`config.mk`:
```
export PLATFORM = sky130hd
export DESIGN_NAME = store_buffer
export DESIGN_NICKNAME = d
export VERILOG_FILES = /design/src/rtl/store_buffer.sv
export SDC_FILE = /design/constraint.sdc
export NUM_CORES = 1
export LEC_CHECK = 0
export ABC_AREA = 0
export CAP_MARGIN = 20
export CELL_PAD_IN_SITES_DETAIL_PLACEMENT = 0
export CELL_PAD_IN_SITES_GLOBAL_PLACEMENT = 1
export CORE_ASPECT_RATIO = 0.9
export CORE_MARGIN = 2
export CORE_UTILIZATION = 45
export CTS_BUF_LIST = sky130_fd_sc_hd__clkbuf_16
export DETAILED_ROUTE_END_ITERATION = 6
export PLACE_DENSITY_LB_ADDON = 0.1
export SLEW_MARGIN = 20
export SYNTH_ARGS = -nofsm -noshare
export SYNTH_HDL_FRONTEND = slang
export SYNTH_SLANG_ARGS = --single-unit
```
`constraint.sdc`:
```
create_clock -name clk -period 10.08 [get_ports clk]
set_input_delay 2.016 -clock clk [delete_from_list [all_inputs] [get_ports clk]]
set_output_delay 2.016 -clock clk [all_outputs]
set_load 0.02 [all_outputs]
```
`src/rtl/store_buffer.sv`:
```
// Posted-write store buffer between the datapath store path and a single-port data memory.
// Loads own the memory port and forward from the youngest matching buffered store.
module store_buffer #(
  parameter int DEPTH  = 4,
  parameter int ADDR_W = 32,
  parameter int DATA_W = 32
) (
  input  logic                     clk,
  input  logic                     reset,
  input  logic                     st_valid,
  input  logic [ADDR_W-1:0]        st_addr,
  input  logic [DATA_W-1:0]        st_data,
  output logic                     st_ready,
  input  logic                     ld_valid,
  input  logic [ADDR_W-1:0]        ld_addr,
  output logic [DATA_W-1:0]        ld_data,
  output logic                     ld_hit,
  input  logic [DATA_W-1:0]        dm_rdata,
  output logic                     dm_we,
  output logic [ADDR_W-1:0]        dm_addr,
  output logic [DATA_W-1:0]        dm_din,
  output logic [$clog2(DEPTH):0]   count,
  output logic                     empty,
  output logic                     ovf_err
);

  localparam int PW = $clog2(DEPTH);
  localparam int CW = PW + 1;
  localparam logic [CW-1:0] FULL = CW'(DEPTH);

  logic [ADDR_W-1:0] addr_q [DEPTH];
  logic [DATA_W-1:0] data_q [DEPTH];
  logic [PW-1:0]     head, tail;
  logic [CW-1:0]     cnt;
  logic              push, pop;
  logic              fwd_hit;
  logic [DATA_W-1:0] fwd_data;
  logic [PW-1:0]     idx;

  assign st_ready = (cnt != FULL);
  assign empty    = (cnt == '0);
  assign count    = cnt;
  assign push     = st_valid && st_ready;
  assign pop      = !ld_valid && (cnt != '0);

  always_ff @(posedge clk or posedge reset) begin
    if (reset) begin
      head    <= '0;
      tail    <= '0;
      cnt     <= '0;
      ovf_err <= 1'b0;
      for (int unsigned i = 0; i < DEPTH; i++) begin
        addr_q[i] <= '0;
        data_q[i] <= '0;
      end
    end else begin
      if (push) begin
        addr_q[tail] <= st_addr;
        data_q[tail] <= st_data;
        tail         <= tail + PW'(1);
      end
      if (pop)
        head <= head + PW'(1);
      if (push && !pop)
        cnt <= cnt + CW'(1);
      else if (pop && !push)
        cnt <= cnt - CW'(1);
      if (st_valid && !st_ready)
        ovf_err <= 1'b1;
    end
  end

  // Walk oldest to youngest so the last match (nearest tail) wins.
  always_comb begin
    fwd_hit  = 1'b0;
    fwd_data = '0;
    idx      = '0;
    for (int unsigned i = 0; i < DEPTH; i++) begin
      idx = head + PW'(i);
      if ((CW'(i) < cnt) && (addr_q[idx] == ld_addr)) begin
        fwd_hit  = 1'b1;
        fwd_data = data_q[idx];
      end
    end
  end

  assign ld_hit  = ld_valid && fwd_hit;
  assign ld_data = ld_hit ? fwd_data : dm_rdata;

  always_comb begin
    dm_we   = pop;
    dm_addr = '0;
    dm_din  = '0;
    if (ld_valid) begin
      dm_addr = ld_addr;
      dm_din  = data_q[head];
    end else if (cnt != '0) begin
      dm_addr = addr_q[head];
      dm_din  = data_q[head];
    end
  end

endmodule
```
==> flow_summary.rst, run 1 <==
.. list-table::
   :header-rows: 1

   * - Metric
     - Value
   * - Result of the run
     - completed
   * - Clock Latency Late Sink
     - 0.53 ns
   * - H-Tree Level Count
     - 2
   * - Worst setup path category
     - input pin to primary output
   * - Layout overhead on the synthesized area
     - 18.3%
   * - Number of different library cells in the post-synthesis netlist
     - 73
   * - Post-detailed-route via-to-cell ratio
     - 6.16
   * - Number of nets in the synthesized netlist
     - 2019
   * - Setup Buffers After CTS
     - 0
   * - Aggregate global-route resource usage
     - 0.277
   * - Wirelength, routed
     - 62.9 mm
   * - Commonest register cell after synthesis
     - sky130_fd_sc_hd__dfrtp_1
   * - Critical path arrival
     - 6.77 ns
   * - Most frequent cell after synthesis
     - sky130_fd_sc_hd__mux2_2
   * - Vias after detailed routing
     - 15900
   * - Setup TNS after final layout
     - 0 ns
   * - Worst Skew
     - 0.0196 ns
   * - Post-layout net count
     - 2141
   * - Post-CTS clock slew at the launch and capture registers of the worst setup and hold paths
     - 0.05 ns
   * - Number of pins with negative max-slew slack in the final report
     - 0
   * - Final weighted congestion in routability-driven placement
     - 0.929
   * - Count of flip-flops with a built-in enable after synthesis
     - 0
   * - Setup repair after global routing missed its margin
     - no
   * - Clock period minus final worst setup slack
     - 8.79 ns
   * - Cell internal power dissipation
     - 4750 uW
   * - Main area contributors after synthesis
     - sky130_fd_sc_hd__dfrtp_1, sky130_fd_sc_hd__mux2_2, sky130_fd_sc_hd__mux2i_1, sky130_fd_sc_hd__nor2_1, sky130_fd_sc_hd__mux4_2
   * - Synth Register Bits
     - 264
   * - Transition time of the tightest slew-check pin
     - 1.11 ns
   * - Chip height
     - 202 um
   * - Core Rows
     - 72
   * - Total of fill cells in the finished design
     - 3818
   * - Comb power frac
     - 0.615
   * - Count of cells along the worst register-to-register path
     - 7
   * - Setup-violating endpoint count in the final report
     - 0
   * - HPWL reported at the end of detailed placement
     - 42.4 mm
   * - Total power draw
     - 8600 uW
   * - Largest driver fanout on the critical path
     - 34
   * - Total gr overflow
     - 0
   * - Number of violations of the max-capacitance limit
     - 0
   * - Initial Utilization
     - 0.456
   * - # diodes
     - 0
   * - Count of nets left with antenna violations after detail routing
     - 0
   * - Placed Cells incl. Taps
     - 2519
   * - Core box area
     - 42900 sq um
   * - Net switching power figure
     - 3850 uW
   * - Vias in the first global route
     - 15800
   * - Leading area contributor after synthesis
     - sky130_fd_sc_hd__dfrtp_1
   * - DP Area
     - 22100 sq um
   * - Number of hold buffers added after CTS
     - 0
   * - Per-instance average area after synthesis
     - 10.4 sq um
   * - CP endpoint kind
     - primary output
   * - Clock net sink count
     - 264
   * - Maximum number of pins on one net before global-route repair
     - 156
   * - Worst path required time
     - 8.06 ns
   * - Cell depth of the worst min-delay path
     - 1
   * - Cell area after layout
     - 23100 sq um
   * - Maximum operating frequency
     - 0.114 GHz
   * - Final hold violation count
     - 0
   * - Pwr dens
     - 372 nW/um^2
   * - Routed length per instance
     - 24.4 um
   * - Worst vdd ir
     - 0.181 mV
   * - Wire length of the first global-routing pass
     - 96.2 mm
   * - Post-synthesis sequential area ratio
     - 0.338
   * - Worst slew slack as a fraction of its limit
     - 0.259
   * - Resize count post-CTS
     - 0
   * - Final worst-path cycle share
     - 0.872
   * - Iter 0 DRT Violations
     - 1429
   * - Count of placed standard cells in the final layout, fillers left out
     - 2579
   * - Count of input and output buffers
     - 235
   * - Area share of the leading cell type in the synthesized netlist
     - 0.338
   * - Switching portion of total power
     - 0.448
   * - Overall die width
     - 224 um
   * - Number of CTS-inserted buffers
     - 34
   * - Post-synthesis cell area
     - 19500 sq um
   * - Type of the worst min-delay path
     - register to register
   * - First-pass iteration count of the detailed router
     - 5
   * - Share of synthesized flip-flops with an asynchronous set or reset
     - 1.00
   * - Layout cell share with drive strength beyond 1
     - 0.247
   * - Commonest cells in the synthesized netlist
     - sky130_fd_sc_hd__mux2_2, sky130_fd_sc_hd__dfrtp_1, sky130_fd_sc_hd__nor2_1
   * - Clock buffer depth
     - 3
   * - Full die area
     - 45100 sq um
   * - Syn. warnings
     - 0
   * - Drc violations
     - 0
   * - Top-Level Pins
     - 236
   * - Leak Pwr
     - 0.0101 uW
   * - Clock Tree Root
     - sky130_fd_sc_hd__clkbuf_16
   * - Crit path launch type
     - input pin
   * - Sequential power share
     - 0.248
   * - Final core utilization
     - 0.539
   * - Clock network fraction of total power
     - 0.136
   * - Number of instances in the synthesized netlist
     - 1878
   * - Number of antenna violations at the first check in global routing
     - 5
   * - TritonCTS clock tree
     - done
## placed cells by master (no fill, tap or decap), drive strengths merged, types with 32 or more instances in the layout
| cell | instances |
|---|---|
| nand2 | 66 |
| clkbuf | 37 |
| mux2 | 363 |
| xor2 | 57 |
| dfrtp | 264 |
| a21o | 32 |
| o21ai | 58 |
| a2111oi | 38 |
| nor2 | 207 |
| a21oi | 46 |
| mux2i | 176 |
| xnor2 | 56 |
| mux4 | 34 |
| nor3 | 38 |
| nor2b | 33 |
| clkdlybuf4s50 | 234 |
## critical path, stage by stage
cell and delay (ns):
sky130_fd_sc_hd__clkdlybuf4s50_1 0.78, sky130_fd_sc_hd__inv_1 0.18, sky130_fd_sc_hd__a221o_1 0.39, sky130_fd_sc_hd__a21oi_1 0.17, sky130_fd_sc_hd__nand4_1 0.18, sky130_fd_sc_hd__nor4_4 0.38
sky130_fd_sc_hd__nand4_2 0.74, sky130_fd_sc_hd__buf_4 0.56, sky130_fd_sc_hd__a2111oi_0 0.41, sky130_fd_sc_hd__o311a_1 0.24, sky130_fd_sc_hd__a21o_1 0.10, sky130_fd_sc_hd__clkdlybuf4s50_1 0.60
## final cells by class
type / instances / area (sq um) / area share
well taps: 555 / 694 / 0.0300
clock buffers: 37 / 926 / 0.0401
inverters: 12 / 57.6 / 0.00249
multi-input cells: 1423 / 12100 / 0.523
flip-flops and latches: 264 / 6610 / 0.286
repair buffers: 265 / 2600 / 0.112
clock inverters: 23 / 139 / 0.00601
## sequential cells by signal, indices dropped and copies added (netlist names)
register and count:
count 3, addr_q 128, head 2, data_q 128, tail 2, ovf_err 1
## power groups by stage
stage               sequential (uW)  clock (uW)  combinational [uW]
CTS                            2120        1200                5250
floorplan                      1930           0                3850
global route                   2220        1250                5660
detailed placement             2140           0                5220
global placement               2090           0                5190
finish                         2140        1170                5290
## cells by family (layout without fill, tap and decap cells)
group | Yosys count | after routing | synth area share
xor+xnor | 113 | 113 | 0.0507
simple gates | 400 | 400 | 0.0933
mux | 573 | 573 | 0.339
compound gates | 328 | 328 | 0.128
flops | 264 | 264 | 0.338
buf+inv | 191 | 337 | 0.0458
fa+ha+maj | 9 | 9 | 0.00576
## path summary, 6_finish.rpt
check | slack [ns] | to | startpoint
worst max-delay path | 1.29 | ld_data[3] | ld_addr[19]
worst min-delay path | 0.48 | ovf_err | ovf_err
worst max register to register | 7.01 | data_q[94] | count[1]
worst min register to register | 0.48 | ovf_err | ovf_err
max in group asynchronous | 6.64 | data_q[90] | reset
min in group asynchronous | 2.01 | addr_q[18] | reset
## stage by stage
step                      setup slack [ns]  hold slack [ns]
after floorplan                      0.795            0.492
after global placement                1.36            0.460
after detailed placement              1.31            0.458
after CTS                             1.31            0.475
after global routing                 0.988            0.494
final                                 1.29            0.475
## routing by layer
metal	vias to the layer above	track usage	wire, um
met2	535	0.411	27100
met3	107	0.0593	4660
met1	8052	0.402	29400
li1	7191	-	-
met4	10	0.0860	1620
met5	-	0	66
Power figures use the tool's default switching activity.
==> run 2, diff against run 1 <==
CTS_CLUSTER_DIAMETER = 60   (was not set)
clock period = 9.5 ns   (was 10.08 ns; I/O delays follow)
==> flow_summary.rst, run 2 (synthesized netlist as in run 1, its figures left out) <==
.. list-table::
   :header-rows: 1

   * - Metric
     - Value
   * - Pre-CTS WS
     - 1.15 ns
   * - Placed Cells incl. Taps
     - 2514
   * - Routed length per instance
     - 24.1 um
   * - Layout overhead on the synthesized area
     - 19.4%
   * - Worst vdd ir
     - 0.217 mV
   * - Clock net sink count
     - 264
   * - Setup Buffers After CTS
     - 0
   * - Overall die width
     - 224 um
   * - Number of pins with negative max-slew slack in the final report
     - 0
   * - Cell depth of the worst min-delay path
     - 1
   * - Total power draw
     - 9290 uW
   * - Type of the worst min-delay path
     - register to register
   * - Vias in the first global route
     - 15900
   * - Full die area
     - 45100 sq um
   * - Number of hold buffers added after CTS
     - 0
   * - Core box area
     - 42900 sq um
   * - Clock period minus final worst setup slack
     - 8.58 ns
   * - Layout cell share with drive strength beyond 1
     - 0.248
   * - HPWL reported at the end of detailed placement
     - 42.3 mm
   * - Critical path arrival
     - 6.68 ns
   * - H-Tree Level Count
     - 2
   * - Worst Hold End
     - ovf_err
   * - Count of cells along the worst register-to-register path
     - 7
   * - Final weighted congestion in routability-driven placement
     - 0.933
   * - Largest driver fanout on the critical path
     - 63
   * - CP endpoint kind
     - primary output
   * - Setup TNS after final layout
     - 0 ns
   * - TritonCTS clock tree
     - done
   * - Core Rows
     - 72
   * - Vias after detailed routing
     - 15700
   * - Final setup slack of the worst path
     - 0.915 ns
   * - Post-CTS clock slew at the launch and capture registers of the worst setup and hold paths
     - 0.06 ns
   * - Drc violations
     - 0
   * - Startpoint of the tightest hold check path
     - ovf_err
   * - Maximum number of pins on one net before global-route repair
     - 189
   * - Post-layout net count
     - 2140
   * - Number of CTS-inserted buffers
     - 37
   * - Wire length of the first global-routing pass
     - 95.9 mm
   * - Worst reg-to-reg setup slack
     - 6.52 ns
   * - Capture point of the worst reg-to-reg path
     - data_q[55]
   * - Clock Tree Root
     - sky130_fd_sc_hd__clkbuf_16
   * - Leak Pwr
     - 0.0102 uW
   * - Final hold violation count
     - 0
   * - Top-Level Pins
     - 236
   * - Crit path launch type
     - input pin
   * - Worst Skew
     - 0.0169 ns
   * - Number of violations of the max-capacitance limit
     - 0
   * - Initial Utilization
     - 0.456
   * - Pwr dens
     - 398 nW/um^2
   * - Maximum operating frequency
     - 0.116 GHz
   * - Commonest cells after routing, fill and taps aside
     - sky130_fd_sc_hd__mux2_2, sky130_fd_sc_hd__dfrtp_1, sky130_fd_sc_hd__clkdlybuf4s50_1, sky130_fd_sc_hd__nor2_1, sky130_fd_sc_hd__mux2i_1
   * - Worst setup path category
     - input pin to primary output
   * - Resize count post-CTS
     - 0
   * - Iter 0 DRT Violations
     - 1173
   * - Final worst-path cycle share
     - 0.904
   * - Dominant cell type by count on the critical path
     - sky130_fd_sc_hd__clkdlybuf4s50_1
   * - Worst path required time
     - 7.60 ns
   * - Number of antenna violations at the first check in global routing
     - 3
   * - Final core utilization
     - 0.544
   * - Count of input and output buffers
     - 235
   * - Wirelength, routed
     - 62.3 mm
   * - Setup repair after global routing missed its margin
     - no
   * - Clock Latency Late Sink
     - 0.56 ns
   * - Aggregate global-route resource usage
     - 0.277
   * - Cell-by-cell trace of the critical path
     - clkdlybuf4s50_1 > inv_1 > a221o_1 > a21oi_1 > nand4_1 > nor4_4 > nand4_2 > buf_4 > a2111oi_0 > o311a_1 > a21o_1 > clkdlybuf4s50_1
   * - Clock buffer depth
     - 3
   * - Count of placed standard cells in the final layout, fillers left out
     - 2585
   * - Transition time of the tightest slew-check pin
     - 1.08 ns
   * - Total gr overflow
     - 0
   * - Worst reg2reg startpoint
     - count[1]
   * - Worst slew slack as a fraction of its limit
     - 0.281
   * - Count of nets left with antenna violations after detail routing
     - 0
   * - Highest-delay cell along the critical path
     - sky130_fd_sc_hd__a2111oi_0
   * - First-pass iteration count of the detailed router
     - 5
   * - Crit-path max cell delay
     - 0.89 ns
   * - Setup-violating endpoint count in the final report
     - 0
   * - Chip height
     - 202 um
   * - Most common library cell in the layout ignoring fill and taps
     - sky130_fd_sc_hd__mux2_2
   * - Post-detailed-route via-to-cell ratio
     - 6.09
   * - Result of the run
     - completed
## run 2: worst max path at each step
stage	from	endpoint	slack, ns	cells after the start
after floorplan	reset	addr_q[0]	0.33	1
after global placement	ld_addr[19]	ld_data[1]	1.11	12
after detailed placement	ld_addr[19]	ld_data[1]	1.15	12
after CTS	ld_addr[19]	ld_data[1]	1.12	12
after global routing	ld_addr[19]	ld_data[1]	0.78	12
final	ld_addr[19]	ld_data[1]	0.92	12
## run 2: through the flow
stage / cell area (sq um) / hold slack, ns
6_report: 23300 / 0.479
2_1_floorplan: 19500 / 0.492
5_1_grt: 23300 / 0.504
3_5_place_dp: 22000 / 0.469
3_3_place_gp: 22000 / 0.455
4_1_cts: 23300 / 0.485
## run 2: power by group
group / internal, uW / leakage (uW) / switching, uW / total (uW)
sequential: 1710 / 0.00313 / 547 / 2260
clock: 908 / 0.000661 / 545 / 1450
combinational: 2590 / 0.00644 / 2980 / 5570
total: 5210 / 0.0102 / 4070 / 9290
## run 2: cell type report
type | instances | area (sq um)
diodes | 2 | 5.00
multi-input cells | 1423 | 12100
well taps | 555 | 694
clock inverters | 29 | 302
repair buffers | 261 | 2600
flip-flops and latches | 264 | 6610
fillers | 3854 | 19500
clock buffers | 39 | 976
inverters | 12 | 57.6
## run 2: routing by layer
metal / vias up / wire length [um] / global-route usage / part of all wire
met2: 460 / 27000 / 0.409 / 0.43
met3: 98 / 4620 / 0.0648 / 0.074
met1: 7957 / 29000 / 0.402 / 0.47
li1: 7216 / - / - / -
met5: - / 119 / 0.0151 / 0.0019
met4: 6 / 1510 / 0.0819 / 0.024
## run 2: worst max-delay path, delay by kind of cell
family	cells	cell delay [ns]
buffers and inverters	4	1.91
AO/OA/AOI/OAI	5	1.97
AND/OR/NAND/NOR	3	0.88
==> patch: new RTL, settings of run 2 <==
Put one more register stage on the output `count`, with the module's reset. The value now appears one clock later. The other outputs are not delayed to match.
--- a/src/rtl/store_buffer.sv
+++ b/src/rtl/store_buffer.sv
@@ -39,7 +39,13 @@
 
   assign st_ready = (cnt != FULL);
   assign empty    = (cnt == '0);
-  assign count    = cnt;
+  always_ff @(posedge clk or posedge reset) begin
+    if (reset) begin
+      count <= '0;
+    end else begin
+      count <= cnt;
+    end
+  end
   assign push     = st_valid && st_ready;
   assign pop      = !ld_valid && (cnt != '0);
 
Formal check against the unedited RTL: not equivalent (Yosys sat finds a counterexample within 4 cycles, from zero or initial values and one cycle with reset high).
==> patch against run 2 <==
  * Cell area grew 2.4%
  * Final cell count grew 3.4%
  * Area after synthesis grew 3.5%
  * Highest routed layer unchanged
  * Sequential cell count grew 3
  * Largest cell class unchanged
  * Wire length grew 7.3%
  * Fmax shrank 0.45%
  * Power grew 1.2%
  * Setup slack lost 0.039 ns
==> patch: results <==
group,metric,value,unit
global_route,grt_max_degree,167,
global_route,track_usage,0.286,
global_route,grt_antenna_before_repair,8,
synthesis,synth_nets,2051,
placement,placed_area,22700,sq um
layout,drive_above_1_share,0.243,
clocking,clkSinkCount,267,
synthesis,synthTopCellsByArea,"dfrtp_1 33%, mux2_2 18%, mux2i_1 11%",
clocking,cts_max_level,2,
setup_path,r2r_start,"cnt[0]",
floorplan,start_util,0.457,
setup_path,crit_path_top_delay_cell,"or3b_2",
timing,finalClockSkew,0.0264,ns
layout,num-nets-final,2183,
placement,pre_cts_slack,0.939,ns
setup_path,worst_ep_arrival_time,6.72,ns
clocking,cts_setup_buffers,0,
clocking,clk_pin_slew,0.06,ns
layout,reg_top3,"addr_q x128, data_q x128",
setup_path,critPathMaxStageDelay,0.89,ns
placement,portBuffers,235,
global_route,grt_pass1_wl,100,mm
status,status,"complete, no violations",
timing,relSlewSlack,0.315,
synthesis,yosysWarnings,0,
pwr,ir_drop,237,uV
worst_hold_path,min_from,"ovf_err",
placement,dp_hpwl,45.9,mm
clocking,cts_made_buffers,35,
drt,avgRoutedWirePerCell,25.0,um
placement,gp_congestion,0.973,
clocking,root_buffer,"clkbuf_16",
synthesis,synth_cell_types,74,
setup_path,cp-startpoint,"ld_addr[22]",
drt,drt_iter0_drc,1309,
synthesis,synth_common_cells,"330 x mux2_2, 267 x dfrtp_1, 221 x mux2i_1",
clocking,ctsResizeCount,0,
clocking,insertion_delay,0.56,ns
worst_hold_path,hold_path_class,"register to register",
drt,dr_total_vias,16308,
setup_path,crit_family,"buffers and inverters",
drt,dr.pass1.iters,5,
clocking,clk_path_buf_depth,3,
synthesis,synth-main-ff-cell,"dfrtp_1",
synthesis,synth-async-reset-ratio,1.00,
setup_path,crit_fanout,33,
pwr,leakage,9.86,nW
synthesis,ys_seq_area_frac,0.330,
[patch: cell types whose count changed after synthesis, sizes merged, moves of 23 or more]
cell,run 2,this run
o311a,30,0
a41o,31,0
xor2,57,34
nor3,38,9
a21o,32,3
nand2,66,188
nand4,10,40
a31oi,4,33
o211ai,6,35
nor2,207,48
mux2i,176,223
[patch: logic make-up (layout without fill, tap and decap cells)]
kind of cell,Yosys count,after routing,share of synthesized area
flip-flops,267,267,0.330
AO/OA/AOI/OAI,317,317,0.112
buffers and inverters,198,357,0.0512
multiplexers,634,634,0.364
AND/OR/NAND/NOR,376,376,0.0896
XOR/XNOR,109,109,0.0472
adder cells (fa/ha/maj),9,9,0.00557
other,0,5,0
[patch: power breakdown]
part           leakage (nW)  switching, mW  internal, mW  total (mW)
Combinational          6.13           3.13          2.65        5.78
Clock                 0.572          0.549         0.768        1.32
Sequential             3.16          0.569          1.73        2.30
[patch: stage by stage]
stage | utilization | total power, mW | std cells | hold slack, ns
detailed placement | 0.514 | 8.00 | 2605 | 0.453
CTS | 0.539 | 9.37 | 2669 | 0.467
floorplan | - | 6.31 | 1910 | 0.352
global route | 0.539 | 9.97 | 2673 | 0.498
finish | 0.539 | 9.40 | 2674 | 0.463
global placement | 0.514 | 7.93 | 2605 | 0.452
[patch: layout make-up]
type	count	area (sq um)
tap	600	751
fill	4003	20400
clock inverter	29	260
antenna	5	12.5
sequential	267	6690
multi-input combinational	1445	12500
clock buffer	35	876
timing repair buffer	275	2690
inverter	18	76.3
[patch: layer usage]
metal,global-route usage,vias up,share of wire
li1,-,7385,-
met1,0.426,8221,0.47
met2,0.417,609,0.43
met3,0.0555,89,0.072
met4,0.0866,4,0.022
met5,0,-,0.00030
[patch: path summary, 6_finish.rpt]
kind / to / slack (ns) / depth (start not counted)
setup / recovery: ld_data[1] / 0.88 / 11
hold / removal: ovf_err / 0.46 / 1
setup reg to reg: addr_q[39] / 6.46 / 7
hold reg to reg: ovf_err / 0.46 / 1
max in group asynchronous: head[1] / 6.05 / 3
min in group asynchronous: data_q[59] / 1.85 / 2
[patch: worst reg2reg max path, cell delays in order (launching register included)]
cell     delay, ns
dfrtp_1       0.48
inv_1         0.13
ha_1          0.23
nand2_1       0.08
and2_1        0.35
nand2_4       0.46
buf_4         0.69
mux2_2        0.47
